`src/rtl/mem_pkg.sv`:
```
// Shared encodings for the MEM-stage load/store engine.
package mem_pkg;

    localparam logic [2:0] F3_LB  = 3'd0;
    localparam logic [2:0] F3_LH  = 3'd1;
    localparam logic [2:0] F3_LW  = 3'd2;
    localparam logic [2:0] F3_LBU = 3'd4;
    localparam logic [2:0] F3_LHU = 3'd5;
    localparam logic [2:0] F3_SB  = 3'd0;
    localparam logic [2:0] F3_SH  = 3'd1;
    localparam logic [2:0] F3_SW  = 3'd2;

    typedef enum logic {
        IDLE = 1'b0,
        BUSY = 1'b1
    } state_e;

endpackage

```
`src/rtl/lsu_align.sv`:
```
// Combinational lane logic: store replication/strobes, load extraction/extension,
// and misalignment detection.
module lsu_align
    import mem_pkg::*;
#(
    parameter int XLEN = 32
) (
    input  logic [2:0]      req_funct3,
    input  logic [1:0]      req_addr_lo,
    input  logic            req_store,
    input  logic [XLEN-1:0] req_rs2,
    output logic [XLEN-1:0] req_wdata,
    output logic [3:0]      req_wstrb,
    output logic            req_misaligned,
    input  logic [2:0]      rsp_funct3,
    input  logic [1:0]      rsp_addr_lo,
    input  logic [XLEN-1:0] rsp_rdata,
    output logic [XLEN-1:0] rsp_data
);

    logic [7:0]  rd_byte [4];
    logic [7:0]  sel_byte;
    logic [15:0] sel_half;

    for (genvar gi = 0; gi < 4; gi++) begin : g_lane
        assign rd_byte[gi] = rsp_rdata[8*gi +: 8];
    end

    // Halfword and word codes are shared between loads and stores.
    always_comb begin
        req_misaligned = 1'b0;
        case (req_funct3)
            F3_LH, F3_LHU: req_misaligned = req_addr_lo[0];
            F3_LW:         req_misaligned = (req_addr_lo != 2'b00);
            default:       req_misaligned = 1'b0;
        endcase
    end

    always_comb begin
        req_wdata = req_rs2;
        req_wstrb = 4'b0000;
        case (req_funct3)
            F3_SB: begin
                req_wdata = {(XLEN/8){req_rs2[7:0]}};
                req_wstrb = 4'b0001 << req_addr_lo;
            end
            F3_SH: begin
                req_wdata = {(XLEN/16){req_rs2[15:0]}};
                req_wstrb = req_addr_lo[1] ? 4'b1100 : 4'b0011;
            end
            default: begin
                req_wdata = req_rs2;
                req_wstrb = 4'b1111;
            end
        endcase
        if (!req_store) begin
            req_wstrb = 4'b0000;
        end
    end

    always_comb begin
        sel_byte = rd_byte[rsp_addr_lo];
        sel_half = rsp_addr_lo[1] ? {rd_byte[3], rd_byte[2]} : {rd_byte[1], rd_byte[0]};
        case (rsp_funct3)
            F3_LB:   rsp_data = {{(XLEN-8){sel_byte[7]}}, sel_byte};
            F3_LH:   rsp_data = {{(XLEN-16){sel_half[15]}}, sel_half};
            F3_LBU:  rsp_data = {{(XLEN-8){1'b0}}, sel_byte};
            F3_LHU:  rsp_data = {{(XLEN-16){1'b0}}, sel_half};
            default: rsp_data = rsp_rdata;
        endcase
    end

endmodule

```
`src/rtl/mem_access_unit.sv`:
```
// MEM-stage load/store engine: issues one req/ack bus access per instruction,
// stalls the pipeline while it is outstanding, and times out silent slaves.
module mem_access_unit
    import mem_pkg::*;
#(
    parameter int XLEN           = 32,
    parameter int TIMEOUT_CYCLES = 16,
    parameter int CNT_W          = $clog2(TIMEOUT_CYCLES + 1)
) (
    input  logic            clk,
    input  logic            rst,
    input  logic            valid_mem,
    input  logic            load_mem,
    input  logic            store_mem,
    input  logic [2:0]      funct3_mem,
    input  logic [XLEN-1:0] alu_data_mem,
    input  logic [XLEN-1:0] rs2_data_mem,
    output logic            dmem_req,
    output logic            dmem_we,
    output logic [XLEN-1:0] dmem_addr,
    output logic [XLEN-1:0] dmem_wdata,
    output logic [3:0]      dmem_wstrb,
    input  logic [XLEN-1:0] dmem_rdata,
    input  logic            dmem_ack,
    output logic            stall_mem,
    output logic [XLEN-1:0] load_data_wb,
    output logic            load_valid_wb,
    output logic            misaligned_o,
    output logic            bus_err_o
);

    state_e           state_q, state_d;
    logic [CNT_W-1:0] cnt_q, cnt_d;
    logic             req_q, req_d;
    logic             we_q, we_d;
    logic [XLEN-1:0]  addr_q, addr_d;
    logic [XLEN-1:0]  wdata_q, wdata_d;
    logic [3:0]       wstrb_q, wstrb_d;
    logic [2:0]       f3_q, f3_d;
    logic [1:0]       lo_q, lo_d;
    logic [XLEN-1:0]  load_data_q, load_data_d;
    logic             load_valid_q, load_valid_d;
    logic             mis_q, mis_d;
    logic             bus_err_q, bus_err_d;

    logic            access, is_store, misaligned, go, timeout;
    logic [XLEN-1:0] fmt_wdata, fmt_load;
    logic [3:0]      fmt_wstrb;

    // A load wins when both load and store are flagged.
    assign access   = valid_mem & (load_mem | store_mem);
    assign is_store = store_mem & ~load_mem;
    assign go       = (state_q == IDLE) & access & ~misaligned;
    assign timeout  = (cnt_q == CNT_W'(TIMEOUT_CYCLES - 1));

    lsu_align #(.XLEN(XLEN)) u_align (
        .req_funct3     (funct3_mem),
        .req_addr_lo    (alu_data_mem[1:0]),
        .req_store      (is_store),
        .req_rs2        (rs2_data_mem),
        .req_wdata      (fmt_wdata),
        .req_wstrb      (fmt_wstrb),
        .req_misaligned (misaligned),
        .rsp_funct3     (f3_q),
        .rsp_addr_lo    (lo_q),
        .rsp_rdata      (dmem_rdata),
        .rsp_data       (fmt_load)
    );

    always_ff @(posedge clk) begin
        if (rst) begin
            state_q      <= IDLE;
            cnt_q        <= '0;
            req_q        <= 1'b0;
            we_q         <= 1'b0;
            addr_q       <= '0;
            wdata_q      <= '0;
            wstrb_q      <= '0;
            f3_q         <= '0;
            lo_q         <= '0;
            load_data_q  <= '0;
            load_valid_q <= 1'b0;
            mis_q        <= 1'b0;
            bus_err_q    <= 1'b0;
        end else begin
            state_q      <= state_d;
            cnt_q        <= cnt_d;
            req_q        <= req_d;
            we_q         <= we_d;
            addr_q       <= addr_d;
            wdata_q      <= wdata_d;
            wstrb_q      <= wstrb_d;
            f3_q         <= f3_d;
            lo_q         <= lo_d;
            load_data_q  <= load_data_d;
            load_valid_q <= load_valid_d;
            mis_q        <= mis_d;
            bus_err_q    <= bus_err_d;
        end
    end

    always_comb begin
        state_d = state_q;
        case (state_q)
            IDLE:    if (go) state_d = BUSY;
            BUSY:    if (dmem_ack || timeout) state_d = IDLE;
            default: state_d = IDLE;
        endcase
    end

    // Stall drops in the ack/timeout cycle so EX/MEM advances at that edge.
    always_comb begin
        stall_mem = 1'b0;
        case (state_q)
            IDLE:    stall_mem = go;
            BUSY:    stall_mem = ~dmem_ack & ~timeout;
            default: stall_mem = 1'b0;
        endcase
    end

    always_comb begin
        cnt_d        = '0;
        req_d        = req_q;
        we_d         = we_q;
        addr_d       = addr_q;
        wdata_d      = wdata_q;
        wstrb_d      = wstrb_q;
        f3_d         = f3_q;
        lo_d         = lo_q;
        load_data_d  = load_data_q;
        load_valid_d = 1'b0;
        mis_d        = 1'b0;
        bus_err_d    = 1'b0;
        if (state_q == IDLE) begin
            mis_d = access & misaligned;
            if (go) begin
                req_d   = 1'b1;
                we_d    = is_store;
                addr_d  = {alu_data_mem[XLEN-1:2], 2'b00};
                wdata_d = fmt_wdata;
                wstrb_d = fmt_wstrb;
                f3_d    = funct3_mem;
                lo_d    = alu_data_mem[1:0];
            end
        end else begin
            cnt_d = cnt_q + CNT_W'(1);
            if (dmem_ack) begin
                req_d        = 1'b0;
                load_valid_d = ~we_q;
                if (!we_q) begin
                    load_data_d = fmt_load;
                end
            end else if (timeout) begin
                req_d     = 1'b0;
                bus_err_d = 1'b1;
            end
        end
    end

    assign dmem_req      = req_q;
    assign dmem_we       = we_q;
    assign dmem_addr     = addr_q;
    assign dmem_wdata    = wdata_q;
    assign dmem_wstrb    = wstrb_q;
    assign load_data_wb  = load_data_q;
    assign load_valid_wb = load_valid_q;
    assign misaligned_o  = mis_q;
    assign bus_err_o     = bus_err_q;

endmodule
```
`config.mk`:
```
export PLATFORM = sky130hd
export DESIGN_NAME = mem_access_unit
export DESIGN_NICKNAME = d
export VERILOG_FILES = /design/src/rtl/mem_pkg.sv /design/src/rtl/lsu_align.sv /design/src/rtl/mem_access_unit.sv
export SDC_FILE = /design/constraint.sdc
export NUM_CORES = 1
export LEC_CHECK = 0
export CAP_MARGIN = 20
export CORE_MARGIN = 5
export CORE_UTILIZATION = 30
export DETAILED_ROUTE_END_ITERATION = 7
export PLACE_DENSITY = 0.6
export SYNTH_ARGS = -nofsm -noshare
export SYNTH_HDL_FRONTEND = slang
export SYNTH_HIERARCHICAL = 1
export SYNTH_SLANG_ARGS = --single-unit
```
`constraint.sdc`:
```
create_clock -name clk -period 3.07 [get_ports clk]
set_input_delay 0.614 -clock clk [delete_from_list [all_inputs] [get_ports clk]]
set_output_delay 0.614 -clock clk [all_outputs]
set_load 0.02 [all_outputs]
```
* Word-level counts from Yosys, hierarchy flattened
Cells that the tools add are included.
Word-level totals: register bits 114, latch bits 0, RAM bits 0, bits in read-only memories 0, input port bits 105, memories 0
Cells by class: add/sub/neg operators 1, multiply operators 0, divide/modulo/power cells 0, order comparisons 1, equal/unequal tests 8, shifts and indexed selects 1, mux-type cells 19, bitwise operators 14, reduce and logical (&&, ||, !) cells 13
Operator list (count):
- case mux 32 bit (4 select lines) | 1
- case mux 32 bit (2 select lines) | 1
- binary-select mux 8 bit (select 2 bit) | 1
- 2-to-1 mux 16 bit | 1
- 2-to-1 mux 8 bit | 2
- == test 3 bit, second input constant | 3
- 2-to-1 mux 4 bit | 2
- case mux 4 bit (2 select lines) | 1
- 2-to-1 mux 1 bit | 7
- bitwise AND 1 bit | 6
- == test 3 x 1 -> 1 bit, second input constant | 2
- logical NOT 3 bit | 2
- inverter 1 bit | 6
- case mux 1 bit (2 select lines) | 3
- OR reduction 2 bit | 3
- OR reduction 3 bit | 2
- adder 5 x 1 -> 5 bit, second input constant | 1
- == test 5 x 4 -> 1 bit, second input constant | 1
- AND reduction 2 bit | 2
- nonzero test 2 bit | 2
- left shift 1 x 2 -> 4 bit, first input constant | 1
- == test 3 x 2 -> 1 bit, second input constant | 1
- >= comparator 3 bit, second input constant | 1
- inequality test 3 x 2 -> 1 bit, second input constant | 1
- other kinds (4) | 4

* Depth between registers and ports, before layout
Gate-level depths: netlist of run 1.
word-level depth 7, mapped depth 11, mapped depth without buffers 6

* Cells and area by module
The synthesis of run 1 kept the hierarchy.
By module, submodules not included:
- mem_access_unit | times used 1, cells each 528, area an instance 4770.8 µm², sequential area each 2282.2 µm²
- lsu_align | times used 1, cells each 175, area an instance 1178.6 µm², sequential area each 0.0 µm²

* Worst setup path before layout of run 1
Ideal clock, no wire load.
path kind in2out, start point in funct3_mem[0], end point out stall_mem, data arrival time 2.114 ns, data required time 2.456 ns, slack 0.342 ns, stages 10, buffers on the path 4, cell sequence clkbuf_1 > buf_1 > nor2_1 > o211ai_1 > o31ai_1 > buf_4 > inv_2 > buf_2 > nand3_1 > nand2_1
Between the ends: word-level cells in the longest chain between the ends 6, elaborated cells between the ends (all ways) 8, classes of those cells eq/ne (3); mux (2); bitwise (2); reduce/logical (1)
Ends and longest elaborated chain:
- start, declared | RTL line mem_access_unit.sv:15 | input logic [2:0] funct3_mem,
- == test 3 bit or == test 3 x 1 -> 1 bit (tied branches) | RTL line lsu_align.sv:32 | case (req_funct3)
- OR reduction 2 bit | RTL line lsu_align.sv:32
- case mux 1 bit (2 select lines) * | RTL line lsu_align.sv:32
- named net misaligned | RTL line mem_access_unit.sv:46 | logic access, is_store, misaligned, go, timeout;
- inverter 1 bit * | RTL line mem_access_unit.sv:53 | assign go = (state_q == IDLE) & access & ~misaligned;
- bitwise AND 1 bit * | RTL line mem_access_unit.sv:53
- case mux 1 bit (2 select lines) * | RTL line mem_access_unit.sv:114 | case (state_q)
- end, declared | RTL line mem_access_unit.sv:25 | output logic stall_mem,
The timed path passes the listed nets; every way through them passes the cells marked *.

* Worst setup path after layout of run 1
Ends and elaborated chain as after synthesis.

==> metrics.md, run 1 <==
| Metric | Value |
|---|---|
| Period Utilization, post-route | `84.4%` |
| Final Skew | `0.00744 ns` |
| Layout net count | `968` |
| Placed inst area | `around 0.0081 sq mm` |
| Peak Freq | `386 MHz` |
| Synth Area in Adders | `less than 1%` |
| Pins Over Slew Limit | `0` |
| Antenna violations before repair | `1` |
| Vias in the first global route | `around 5600` |
| Share of layout cells above drive strength 1 | `about 13%` |
| Final HPWL DP | `approximately 14000 um` |
| Wire length per cell | `around 19 um` |
| Max IR drop VDD | `386 uV` |
| Post-Syn Area per Cell | `8.46 sq um` |
| Crit path DAT | `~2 ns` |
| Placement Rows | `slightly above 50` |
| Switching Fraction | `28.9%` |
| Largest family of logic cells by synthesized area | `compound AO/OA/AOI/OAI gates` |
| Yosys reg bits | `114` |
| Slew margin rel. | `between 30% and 40%` |
| Post-CTS setup buffers | `0` |
| Area delta synth->final | `45.8%` |
| Hold_buf cts | `0` |
| Port bufs | `208` |
| # IOs | `around 210` |
| Kind of critical path | `input pin to primary output` |
| CTS tree | `yes` |
| Die H | `around 150 um` |
| Remaining Overflow, GRT | `0` |
| CTS buffer count | `17` |
| PD cells | `about 530 mW/mm^2` |
| Clock sink total | `114` |
| Most common cell in the netlist | `a21oi_1` |
| Via Count | `approximately 6000` |
| Final Wtd Congestion | `around 0.84` |
| Synth top area share | `a little under two fifths` |
| Mux contribution to synthesized area | `approximately 6%` |
| H-tree level count | `4` |
| Fin area | `0.00867 sq mm` |
| Drt drc | `0` |
| Net Sw Power | `around 1.3 mW` |
| Layout Utilization | `about 44%` |
| Final setup fails | `0` |
| CP Capture Type | `primary output` |
| Worst path required time | `roughly 2.5 ns` |
| Status | `finished, final reports clean` |
| Internal power | `around 3.3 mW` |
| Peak fanout along the critical path | `5` |
| Drt pass-1 iters | `5` |
| Hold WC Path Type | `register to register` |
| Worst slew pin tran | `a little under 1 ns` |
| Syn Std Cell Area | `between 0.005 and 0.006 sq mm` |
| Mapped Cells | `between 700 and 800` |
| RSZ-0062 raised after global routing | `no` |
| Fin. Hold Viols | `0` |
| Final Power | `4.58 mW` |
| Total Routed Length | `21200 um` |
| Worst-Skew Late Latency | `between 0.4 and 0.5 ns` |
| Antenna viol nets, final | `0` |
| Share of flip-flops with an asynchronous set or reset | `0%` |
| Placeable Area | `0.0195 sq mm` |
| Initial Util | `30.5%` |
| GRT Util Overall | `around 18%` |
| Unique masters post-synth | `50` |
| Die width | `roughly 150 um` |
| Register share of total power | `about a third` |
| Compound-Gate Fraction of Synth Area | `between 20% and 30%` |
| Clk buf depth | `2` |
| Die area | `about 0.023 sq mm` |
| Met3 usage | `between 7 and 8%` |
| Ys Warns | `6` |
| Vias/cell | `roughly 5.3` |
| EDFF count, synth | `0` |
| Largest area contributor in the netlist | `dfxtp_1` |
| Register area share after synthesis | `around two fifths` |
| Total Neg Setup Slack | `0 ns` |
| Clock Pin Slew Worst Setup and Hold Paths | `~0.050 ns` |
| Period minus WS final | `about 2.6 ns` |
| First-pass GRT wire length | `32300 um` |
| Commonest cells in the netlist | `a21oi_1 (115), dfxtp_1 (114), nand2_1 (103)` |
| N_diodes | `0` |
| Largest net degree at the start of global routing | `74` |
| Combinational share of power | `20.1%` |
| Leak pwr | `about 3 nW` |
| Xor-xnor portion of the synthesized cell area | `less than 1%` |
| Worst Setup Start Kind | `input pin` |
| Root Buffer | `clkbuf_16` |
| Met2 usage | `a little over a quarter` |
| Post-synth top flop | `dfxtp_1` |
| Post-synthesis simple-gate area fraction | `a little under a fifth` |
| 1st-iter DRT viols | `390` |
| Max Cap Violations | `0` |
| Synth area leaders | `dfxtp_1 (38%), a21oi_1 (9.7%), nand4_1 (7.6%)` |
| GRT busiest layer | `met2` |
| Clock share of power | `about 45%` |
| Met1 Usage GRT | `a little under a quarter` |
## worst paths after layout
check	cells after the start	end	slack [ns]	startpoint
worst max-delay path	8	stall_mem	0.48	funct3_mem[0]
worst min-delay path	2	load_data_wb[23]	0.45	load_data_wb[23]
worst max register to register	5	load_data_wb[27]	1.05	lo_q[1]
worst min register to register	2	load_data_wb[23]	0.45	load_data_wb[23]
## per-stage QoR
| step | instances | hold slack [ns] | worst slack [ns] |
|---|---|---|---|
| 2_1_floorplan | 704 | 0.418 | 0.342 |
| 3_3_place_gp | 1107 | 0.432 | 0.0727 |
| 3_5_place_dp | 1107 | 0.446 | 0.0726 |
| 4_1_cts | 1139 | 0.454 | 0.0715 |
| 5_1_grt | 1139 | 0.470 | 0.364 |
| 6_report | 1139 | 0.452 | 0.479 |
## timing repair
item                       in CTS  in global routing
setup endpoints to repair       0                  1
gates resized for setup         0                  1
hold endpoints to repair        0                  0
## layer usage
layer / wire (um) / vias to the layer above
met5: 11 / -
met4: 252 / 2
met3: 2190 / 20
met2: 9720 / 221
met1: 9040 / 2867
li1: - / 2905
## sequential cells by signal, summed over array words and instances (netlist names)
| name | cells |
|---|---|
| dmem_wdata | 32 |
| load_data_wb | 32 |
| dmem_addr | 30 |
| cnt_q | 5 |
| dmem_wstrb | 4 |
| f3_q | 3 |
| lo_q | 2 |
| bus_err_o | 1 |
| dmem_req | 1 |
| dmem_we | 1 |
| load_valid_wb | 1 |
| misaligned_o | 1 |
| state_q | 1 |
## layout make-up
type                    instances  area [sq um]
fillers                      1972         10900
multi-input cells             490          3140
repair buffers                230          2280
flip-flops and latches        114          2280
clock buffers                  17           425
well taps                     265           332
clock inverters                15           181
inverters                       8          30.0
## placed cells by master (no fill, tap or decap), drive strengths merged, types with 3 or more instances in the layout
cell / n
o2bb2ai: 4
and2: 3
a221o: 8
nand2: 103
o22ai: 7
buf: 23
inv: 12
clkdlybuf4s50: 206
o31ai: 73
a221oi: 7
mux2: 17
bufinv: 3
clkinv: 6
a21oi: 115
o21ai: 5
dfxtp: 114
mux2i: 15
nand4: 72
clkbuf: 17
nor2b: 4
nor2: 26
## worst max-delay path: stages
cell and delay (ns):
clkdlybuf4s50_1 0.55, nor2_1 0.07, o211ai_1 0.14, o31ai_4 0.12, inv_2 0.07, nand3_1 0.09, nand2_1 0.08, dlymetal6s2s_1 0.24
## power groups by stage
stage	clock [mW]	combinational, mW	sequential, mW
after floorplan	0	0.454	1.71
after global placement	0	0.922	1.64
after detailed placement	0	0.920	1.64
after CTS	2.11	0.924	1.61
after global routing	2.18	0.987	1.62
final	2.05	0.919	1.61
## cell families (layout without fill, tap and decap cells)
kind of cell               after synthesis  in the layout
AOI/OAI and AO/OA                      228            228
and+or+nand+nor                        223            223
DFF                                    114            114
buffers and inverters                  100            270
muxes                                   33             33
adders and majority gates                2              2
xor gates and xnor gates                 2              2
other                                    1              2
Power figures use the tool's default switching activity.
==> inputs of run 2 (changes only) <==
Settings changed: PLACE_DENSITY 0.6 to 0.62.
Clock period 3.07 ns to 2.15 ns, I/O delays scaled along.
==> metrics.md, run 2 (same netlist as run 1, synthesis figures left out) <==
| Metric | Value |
|---|---|
| Max Cap Violations | `0 (unchanged)` |
| Initial Util | `30.5% (unchanged)` |
| Clk buf depth | `2 (unchanged)` |
| Share of layout cells above drive strength 1 | `15.0% (+2.1 points)` |
| Placed inst area | `0.00826 sq mm (+2.4%)` |
| Largest net degree at the start of global routing | `74 (unchanged)` |
| Worst slew pin tran | `0.841 ns (-0.141 ns)` |
| Slew margin rel. | `43.9% (+9.4 points)` |
| Pins Over Slew Limit | `0 (unchanged)` |
| Die area | `0.0227 sq mm (unchanged)` |
| Internal power | `4.84 mW (+49%)` |
| Fillers | `1916 (-2.8%)` |
| Max IR drop VDD | `490 uV (+27%)` |
| Remaining Overflow, GRT | `0 (unchanged)` |
| Period minus WS final | `about 2.1 ns` |
| Commonest cells after routing, fill and taps aside | `clkdlybuf4s50_1 (205), a21oi_1 (115), dfxtp_1 (113)` |
| Kind of critical path | `input pin to primary output` |
| Via Count | `6092 (+1.3%)` |
| Drt drc | `0 (unchanged)` |
| Peak fanout along the critical path | `3 (-2)` |
| Worst path required time | `1.72 ns (-0.74 ns)` |
| Worst-Skew Late Latency | `0.41 ns (about the same)` |
| Fin area | `0.00891 sq mm (+2.8%)` |
| Worst Setup Start Kind | `input pin` |
| CP top delay family | `buffers and inverters` |
| Commonest non-fill, non-tap cell in the layout | `clkdlybuf4s50_1` |
| Max incr delay on CP | `0.45 ns (-0.10 ns)` |
| Worst path cell trace | `clkdlybuf4s50_1 -> o211ai_1 -> o31ai_4 -> inv_2 -> nand3_1 -> nand2_1 -> buf_6` |
| Clock sink total | `114 (unchanged)` |
| First-pass GRT wire length | `32300 um (-0.13%)` |
| Clock share of power | `44.9% (about the same)` |
| Layout Cells excl Fill | `1160 (+1.8%)` |
| RSZ-0062 raised after global routing | `yes` |
| Antenna viol nets, final | `0 (unchanged)` |
| Placement Setup Slack | `-0.438 ns (-0.510 ns)` |
| Register share of total power | `34.6% (-0.5 points)` |
| Post-CTS setup buffers | `0 (unchanged)` |
| Status | `finished, final reports clean` |
| Fin. Hold Viols | `0 (unchanged)` |
| # IOs | `211 (unchanged)` |
| Worst path slowest cell | `clkdlybuf4s50_1` |
| CP Buf/Inv Count | `3 (unchanged)` |
| CTS buffer count | `17 (unchanged)` |
| Combined area of the multi-input logic cells | `0.00316 sq mm (+0.64%)` |
| Total Routed Length | `21200 um (-0.20%)` |
| Clock Pin Slew Worst Setup and Hold Paths | `0.05 ns (about the same)` |
| 1st-iter DRT viols | `414 (+6.2%)` |
| Total Neg Setup Slack | `0 ns (unchanged)` |
| Placeable Area | `0.0195 sq mm (unchanged)` |
| Die width | `151 um (unchanged)` |
| CTS tree | `yes` |
| PD cells | `745 mW/mm^2 (+41%)` |
| Placement Rows | `51 (unchanged)` |
| Final Wtd Congestion | `0.825 (-1.6%)` |
| Net Sw Power | `1.79 mW (+35%)` |
| Hold WC Path Type | `input pin to register` |
| Layout net count | `987 (+2.0%)` |
| Combinational share of power | `20.5% (+0.4 points)` |
| Storage element area | `0.00228 sq mm (about the same)` |
| Layout Utilization | `45.6% (+1.2 points)` |
| Peak Freq | `476 MHz` |
| Drt pass-1 iters | `5 (unchanged)` |
| Leak pwr | `3.12 nW (+3.7%)` |
| GRT Util Overall | `17.9% (-0.14 points)` |
| Placed Instances | `1126 (+1.7%)` |
| Antenna violations before repair | `4 (+3)` |
| Root Buffer | `clkbuf_16` |
| Crit path DAT | `1.67 ns (-0.31 ns)` |
| H-tree level count | `4 (unchanged)` |
| Vias/cell | `5.25 (-0.55%)` |
| Period Utilization, post-route | `97.7%` |
| Port bufs | `208 (unchanged)` |
| CP Capture Type | `primary output` |
| Wire length per cell | `18.2 um (-2.0%)` |
| Final Skew | `0.0100 ns (+0.00260 ns)` |
| Die H | `151 um (unchanged)` |
| Vias in the first global route | `5754 (+2.0%)` |
| Final setup fails | `0 (unchanged)` |
| Switching Fraction | `27.0% (-1.9 points)` |
| PnR worst setup slack | `0.0504 ns (-0.429 ns)` |
| Final HPWL DP | `14000 um (+2.0%)` |
| Area delta synth->final | `49.8%` |
==> run 2: cell count changes in the layout (fill, tap and decap cells not counted), moves of 2 or more <==
cell,before,now
buf_12,3,7
buf_4,20,33
buf_6,0,3
clkbuf_1,0,2
clkbuf_8,0,2
clkinv_4,3,0
diode_2,0,3
ha_1,2,0
inv_6,4,0
==> run 2: cell type report <==
cell class	instances	area share (%)
diodes	3	0.0842
clock buffers	21	5.17
clock inverters	10	1.77
inverters	8	0.337
multi-input cells	490	35.4
flip-flops and latches	114	25.6
well taps	265	3.72
repair buffers	249	27.9
==> run 2: final timing paths <==
| check | cells after the start | start | slack [ns] | to |
|---|---|---|---|---|
| hold / removal | 3 | funct3_mem[0] | 0.37 | f3_q[0] |
| hold reg to reg | 2 | load_data_wb[18] | 0.45 | load_data_wb[18] |
| setup reg to reg | 6 | f3_q[0] | 0.37 | load_data_wb[5] |
| setup / recovery | 7 | alu_data_mem[0] | 0.05 | stall_mem |
==> run 2: metal layers <==
metal  track usage, %  up-vias  part of all wire, %
li1                 -     2946                    -
met1             24.5     2874                   44
met2             26.5      241                   45
met3             6.10       27                  9.3
met4             5.98        4                  1.6
met5                0        -                0.090
==> run 2: through the flow <==
stage	total power [mW]	hold slack (ns)
after detailed placement	3.70	0.446
after global placement	3.70	0.442
after CTS	6.72	0.395
after global routing	6.93	0.363
final	6.64	0.371
after floorplan	3.10	0.418
==> run 2: timing repair <==
| item | CTS | global route |
|---|---|---|
| endpoints found under the hold margin | 0 | 0 |
| pin swaps | 0 | 3 |
| hold buffers | 0 | 0 |
| setup endpoints to repair | 1 | 73 |
| resized for setup | 6 | 8 |
==> run 2: power by group through the flow <==
stage | Sequential (mW) | Clock, mW | Combinational [mW]
after floorplan | 2.45 | 0 | 0.649
after global placement | 2.34 | 0 | 1.36
after detailed placement | 2.34 | 0 | 1.36
after CTS | 2.29 | 3.06 | 1.37
after global routing | 2.31 | 3.16 | 1.47
final | 2.29 | 2.98 | 1.36
==> run 2: worst min-delay path, cell delays in order <==
cell            delay (ns)
dlymetal6s2s_1        0.16
nand4_1               0.08
a21oi_1               0.05
